File: src/rtl/nanoz80_pkg.sv
// Shared nanoz80 definitions: timer register map and CTRL/STATUS bit positions.
// Also used by addr_decoder when it forms timer_cs.
package nanoz80_pkg;

  localparam logic [2:0] TMR_CTRL     = 3'd0;
  localparam logic [2:0] TMR_STATUS   = 3'd1;
  localparam logic [2:0] TMR_PRESC    = 3'd2;
  localparam logic [2:0] TMR_RELOAD_L = 3'd3;
  localparam logic [2:0] TMR_RELOAD_H = 3'd4;
  localparam logic [2:0] TMR_COUNT_L  = 3'd5;
  localparam logic [2:0] TMR_COUNT_H  = 3'd6;
  localparam logic [2:0] TMR_RSVD     = 3'd7;

  localparam int CTRL_EN  = 0;
  localparam int CTRL_IE  = 1;
  localparam int CTRL_OS  = 2;
  localparam int CTRL_LD  = 3;
  localparam int STAT_TF  = 0;
  localparam int STAT_RUN = 1;

  // Stored CTRL bits; packed so {5'b0, ctrl} is the CTRL read value.
  typedef struct packed {
    logic os;
    logic ie;
    logic en;
  } tmr_ctrl_t;

endpackage

File: src/rtl/timer_prescaler.sv
// Clock divider: one-cycle tick every div+1 clocks while en; restart zeroes the phase.
// Tick is combinational from the phase counter; no backpressure.
module timer_prescaler (
  input  logic       clk_i,
  input  logic       rst_i,
  input  logic       en,
  input  logic       restart,
  input  logic [7:0] div,
  output logic       tick
);

  logic [7:0] cnt;

  // >= keeps the divider sane if div is lowered below the current phase
  assign tick = en & (cnt >= div);

  always_ff @(posedge clk_i) begin
    if (rst_i) begin
      cnt <= 8'd0;
    end else if (restart) begin
      cnt <= 8'd0;
    end else if (en) begin
      cnt <= tick ? 8'd0 : cnt + 8'd1;
    end
  end

endmodule

File: src/rtl/irq_timer.sv
// 16-bit down-counting timer with prescaler and active-low IRQ; data_o registered (1 clk).
// Writes/COUNT_L reads act once per chip-select strobe; no backpressure.
module irq_timer
  import nanoz80_pkg::*;
#(
  parameter logic [15:0] RELOAD_RST = 16'hFFFF,
  parameter logic [7:0]  PRESC_RST  = 8'd0
) (
  input  logic       clk_i,
  input  logic       rst_i,
  input  logic       timer_cs,
  input  logic       wr_n,
  input  logic [2:0] reg_addr_i,
  input  logic [7:0] data_i,
  input  logic       int_ack_i,
  output logic [7:0] data_o,
  output logic       int_n_o
);

  tmr_ctrl_t   ctrl;
  logic        tf;
  logic [7:0]  presc;
  logic [15:0] reload;
  logic [15:0] count;
  logic [7:0]  shadow;
  logic        wr_prev, rd_prev, ack_prev;
  logic        wr_stb, rd_stb, ack_rise;
  logic        wr_ctrl, load_now, expire, tf_clr, tick;
  logic [7:0]  rd_mux;

  assign wr_stb   = timer_cs & ~wr_n & ~wr_prev;
  assign rd_stb   = timer_cs & wr_n & ~rd_prev;
  assign ack_rise = int_ack_i & ~ack_prev;

  assign wr_ctrl  = wr_stb & (reg_addr_i == TMR_CTRL);
  assign load_now = wr_ctrl & (data_i[CTRL_LD] | (data_i[CTRL_EN] & ~ctrl.en));
  assign expire   = tick & (count == 16'd0);
  assign tf_clr   = (wr_stb & (reg_addr_i == TMR_STATUS) & data_i[STAT_TF]) | ack_rise;
  assign int_n_o  = ~(tf & ctrl.ie);

  // An LD with EN written 0 loads COUNT but leaves the prescaler phase frozen
  timer_prescaler u_presc (
    .clk_i   (clk_i),
    .rst_i   (rst_i),
    .en      (ctrl.en),
    .restart (load_now & data_i[CTRL_EN]),
    .div     (presc),
    .tick    (tick)
  );

  always_comb begin
    rd_mux = 8'h00;
    case (reg_addr_i)
      TMR_CTRL:     rd_mux = {5'b0, ctrl};
      TMR_STATUS:   rd_mux = {6'b0, ctrl.en, tf};
      TMR_PRESC:    rd_mux = presc;
      TMR_RELOAD_L: rd_mux = reload[7:0];
      TMR_RELOAD_H: rd_mux = reload[15:8];
      TMR_COUNT_L:  rd_mux = count[7:0];
      TMR_COUNT_H:  rd_mux = shadow;
      default:      rd_mux = 8'h00;
    endcase
  end

  always_ff @(posedge clk_i) begin
    if (rst_i) begin
      ctrl     <= '0;
      tf       <= 1'b0;
      presc    <= PRESC_RST;
      reload   <= RELOAD_RST;
      count    <= 16'd0;
      shadow   <= 8'd0;
      wr_prev  <= 1'b0;
      rd_prev  <= 1'b0;
      ack_prev <= 1'b0;
      data_o   <= 8'h00;
    end else begin
      wr_prev  <= timer_cs & ~wr_n;
      rd_prev  <= timer_cs & wr_n;
      ack_prev <= int_ack_i;
      data_o   <= rd_mux;

      if (rd_stb && reg_addr_i == TMR_COUNT_L) shadow <= count[15:8];

      if (wr_stb) begin
        case (reg_addr_i)
          TMR_PRESC:    presc         <= data_i;
          TMR_RELOAD_L: reload[7:0]   <= data_i;
          TMR_RELOAD_H: reload[15:8]  <= data_i;
          default:      ;
        endcase
      end

      if (wr_ctrl) begin
        ctrl <= '{os: data_i[CTRL_OS], ie: data_i[CTRL_IE], en: data_i[CTRL_EN]};
      end else if (expire && ctrl.os) begin
        ctrl.en <= 1'b0;
      end

      if (load_now) begin
        count <= reload;
      end else if (tick) begin
        if (count != 16'd0) count <= count - 16'd1;
        else if (!ctrl.os)  count <= reload;
      end

      // Expiry beats a same-cycle clear
      if (expire)      tf <= 1'b1;
      else if (tf_clr) tf <= 1'b0;
    end
  end

endmodule
File: config.mk
export PLATFORM = sky130hd
export DESIGN_NAME = irq_timer
export DESIGN_NICKNAME = d
export VERILOG_FILES = /design/src/rtl/nanoz80_pkg.sv /design/src/rtl/timer_prescaler.sv /design/src/rtl/irq_timer.sv
export SDC_FILE = /design/constraint.sdc
export NUM_CORES = 1
export LEC_CHECK = 0
export BUFFER_PORTS_ARGS = -buffer_cell sky130_fd_sc_hd__buf_2
export CAP_MARGIN = 25
export CORE_MARGIN = 3
export CORE_UTILIZATION = 45
export DETAILED_ROUTE_END_ITERATION = 8
export GPL_TIMING_DRIVEN = 1
export SETUP_SLACK_MARGIN = 0.5
export SLEW_MARGIN = 20
export SYNTH_ARGS = -nofsm -noshare
export SYNTH_HDL_FRONTEND = slang
export SYNTH_SLANG_ARGS = --single-unit
File: constraint.sdc
create_clock -name clk_i -period 3.3 [get_ports clk_i]
set_input_delay 0.66 -clock clk_i [delete_from_list [all_inputs] [get_ports clk_i]]
set_output_delay 0.66 -clock clk_i [all_outputs]
set_load 0.02 [all_outputs]
==> impl_metrics.ini <==
[floorplan]
die_y_um = 96.4
io_pins = 25
fp.dieW_um = 96.4
core_area_um2 = 7850
num_rows = 32
initial_core_util_pct = 46.8
die_area_um2 = 9290

[layout]
syn2layout_area_growth_pct = 12.2
final_nets = 484
drive_above_1_share_pct = 13.6
nFillCells = 770
antenna_cells = 0
final_cell_area_um2 = 4120

[synth]
ys_seq_area_share_pct = 38.7
synth_top_area_share_pct = 38.7
synth-async-reset-ratio_pct = 0
yosys-top-cells-area = dfxtp_1 (39%), mux2i_1 (7.4%), nand2_1 (6.3%)
synth_most_common_cell = dfxtp_1
syn_area_per_cell_um2 = 8.32
yosys_warnings = 0
yosys.cell_types.count = 59
ys.flop_type = dfxtp_1
synth.net_count = 469
synth-seq-cells = 71
syn_inst = 442
synth_edf_count = 0
synth_area_um2 = 3680
synth_area_leader_cell = dfxtp_1
synth_common_cells = dfxtp_1 (71), nand2_1 (62), nor2_1 (38), a21oi_1 (31), mux2i_1 (27)

[sta]
drv_slew = 0
tightest_slew_ns = 0.771
fin_crit_sh_pct = 78.9
hold_violations = 0
final.min_clock_period_ns = 2.61
relSlewSlack_pct = 48.4
fin_tns_setup_ns = 0
fmax_mhz = 384
final-setup-viol-count = 0
skew_ns = 0.00914
rsz0062_at_grt = yes

[place]
io_buffers = 24
detailed_place.area_um2 = 3880
gp_congestion = 0.954
place.detailed.hpwl_um = 8150

[cts]
root_buffer = clkbuf_8
cts.reportedPaths.clkPinSlew_ns = 0.09
cts_tree = done
cts_buffers = 9
clock_sinks = 71
postCtsSetupRepairBufs = 0
htreeDepth = 3
clockBufferDepth = 2
clkLatencyLatePin_ns = 0.35

[routing]
drt-wirelength-per-cell_um = 19.4
dr.pass1.iters = 7
ant_nets = 0
dr_total_vias = 3456
drc_errors = 0
viasPerCell = 6.13
first_iter_violations = 356
finalWirelength_um = 11000

[power_and_ir_drop]
seqPwrFrac_pct = 43.4
p_per_area_nw_per_um2 = 500
ir_worst_vdd_mv = 0.280
switchingPower_mw = 0.574
power_frac_comb_pct = 14.9
p_leak_nw = 1.66
internal_power_mw = 1.49
clkPwrFrac_pct = 41.7
swShare_pct = 27.8

[setup_path]
crit_required_ns = 3.54
rrSetupSlack_ns = 0.69
cp-end-kind = flip-flop
crit_type = reg2reg
start_kind = flip-flop
crit_path_max_fanout = 10
arrival_ns = 2.84

[run_status]
outcome = completed

[grt]
antenna_found_initial = 0
grt_overflow_total = 0
grt_use_total_pct = 24.9
grt_max_degree = 29
first_global_vias = 3001
grt_pass1_wl_um = 17000

[job]
drv_cap = 0

[hold_path]
hp-class = reg2reg
==> power by group through the flow <==
stage	Clock, mW	Sequential [mW]	Combinational, mW
2_1_floorplan	0	0.913	0.212
3_3_place_gp	0	0.914	0.297
3_5_place_dp	0	0.914	0.298
4_1_cts	0.874	0.894	0.299
5_1_grt	0.913	0.897	0.335
6_report	0.860	0.895	0.307
==> repair_timing <==
action	4_1_cts	5_1_grt
hold buffers	0	0
hold endpoints to repair	0	0
setup endpoints to repair	0	14
resized for setup	0	2
==> worst paths after layout <==
kind                         startpoint                      to  depth (start not counted)
setup / recovery  presc[2]$_SDFFE_PP0P_  count[14]$_SDFFE_PP0P_                          8
hold / removal    presc[6]$_SDFFE_PP0P_   presc[6]$_SDFFE_PP0P_                          2
setup reg to reg  presc[2]$_SDFFE_PP0P_  count[14]$_SDFFE_PP0P_                          8
hold reg to reg   presc[6]$_SDFFE_PP0P_   presc[6]$_SDFFE_PP0P_                          2
==> cell usage in the layout (no fill, tap or decap), drive strengths merged, types with 4 or more instances in the layout <==
| master | count |
|---|---|
| nor3 | 13 |
| buf | 32 |
| ha | 11 |
| mux2i | 27 |
| o211ai | 6 |
| nor2b | 6 |
| and3 | 8 |
| dfxtp | 71 |
| a22oi | 7 |
| a21oi | 31 |
| nor4 | 4 |
| a221o | 6 |
| nand3 | 24 |
| clkbuf | 9 |
| a221oi | 6 |
| nand2 | 62 |
| inv | 14 |
| o21ai | 12 |
| a211oi | 6 |
| nor2 | 38 |
| xor2 | 5 |
| or3 | 7 |
==> logic make-up (layout without fill, tap and decap cells) <==
family	Yosys count	in the layout	synth area share (%)
and+or+nand+nor	181	181	24.1
AOI/OAI and AO/OA	100	100	18.7
DFF	71	71	38.7
buffers and inverters	42	62	4.49
muxes	30	30	8.58
adders and majority gates	11	11	3.74
xor gates and xnor gates	7	7	1.67
==> stage by stage <==
stage / power [mW] / util [%] / setup WS (ns) / hold WS (ns) / cells
6_report: 2.06 / 52.6 / 0.695 / 0.458 / 564
5_1_grt: 2.14 / 52.6 / 0.496 / 0.488 / 564
4_1_cts: 2.07 / 52.5 / 0.571 / 0.462 / 564
3_5_place_dp: 1.21 / 49.4 / 0.594 / 0.451 / 548
3_3_place_gp: 1.21 / 49.4 / 0.675 / 0.448 / 548
2_1_floorplan: 1.12 / - / 0.908 / 0.436 / 442
==> layer usage <==
layer	up-vias	part of all wire, %	GRT usage, %
li1	1635	-	-
met1	1625	45	36.2
met2	168	43	35.9
met3	28	8.6	5.34
met4	0	2.8	9.23
met5	-	0	0
==> layout make-up <==
cell class,count,area (um2),area share [%]
Clock inverter,7,120,2.91
Multi-Input combinational cell,329,2100,50.9
Timing Repair Buffer,32,180,4.37
Tap cell,102,128,3.09
Inverter,14,52.6,1.27
Sequential cell,71,1420,34.5
Clock buffer,9,124,3.00
==> critical path: stages, from the launching register on <==
cell	delay [ns]
dfxtp_1	0.38
inv_1	0.06
ha_1	0.30
and3_1	0.18
o21ai_0	0.21
a21oi_1	0.20
nor2_1	0.64
nor3_1	0.14
a221o_1	0.39
==> flip-flops by register name, summed over array words and instances (netlist names) <==
register	cells
data_o	8
presc	8
tf	1
wr_prev	1
count	16
shadow	8
ctrl	3
reload	16
ack_prev	1
rd_prev	1
u_presc.cnt	8
Power figures use the tool's default switching activity.
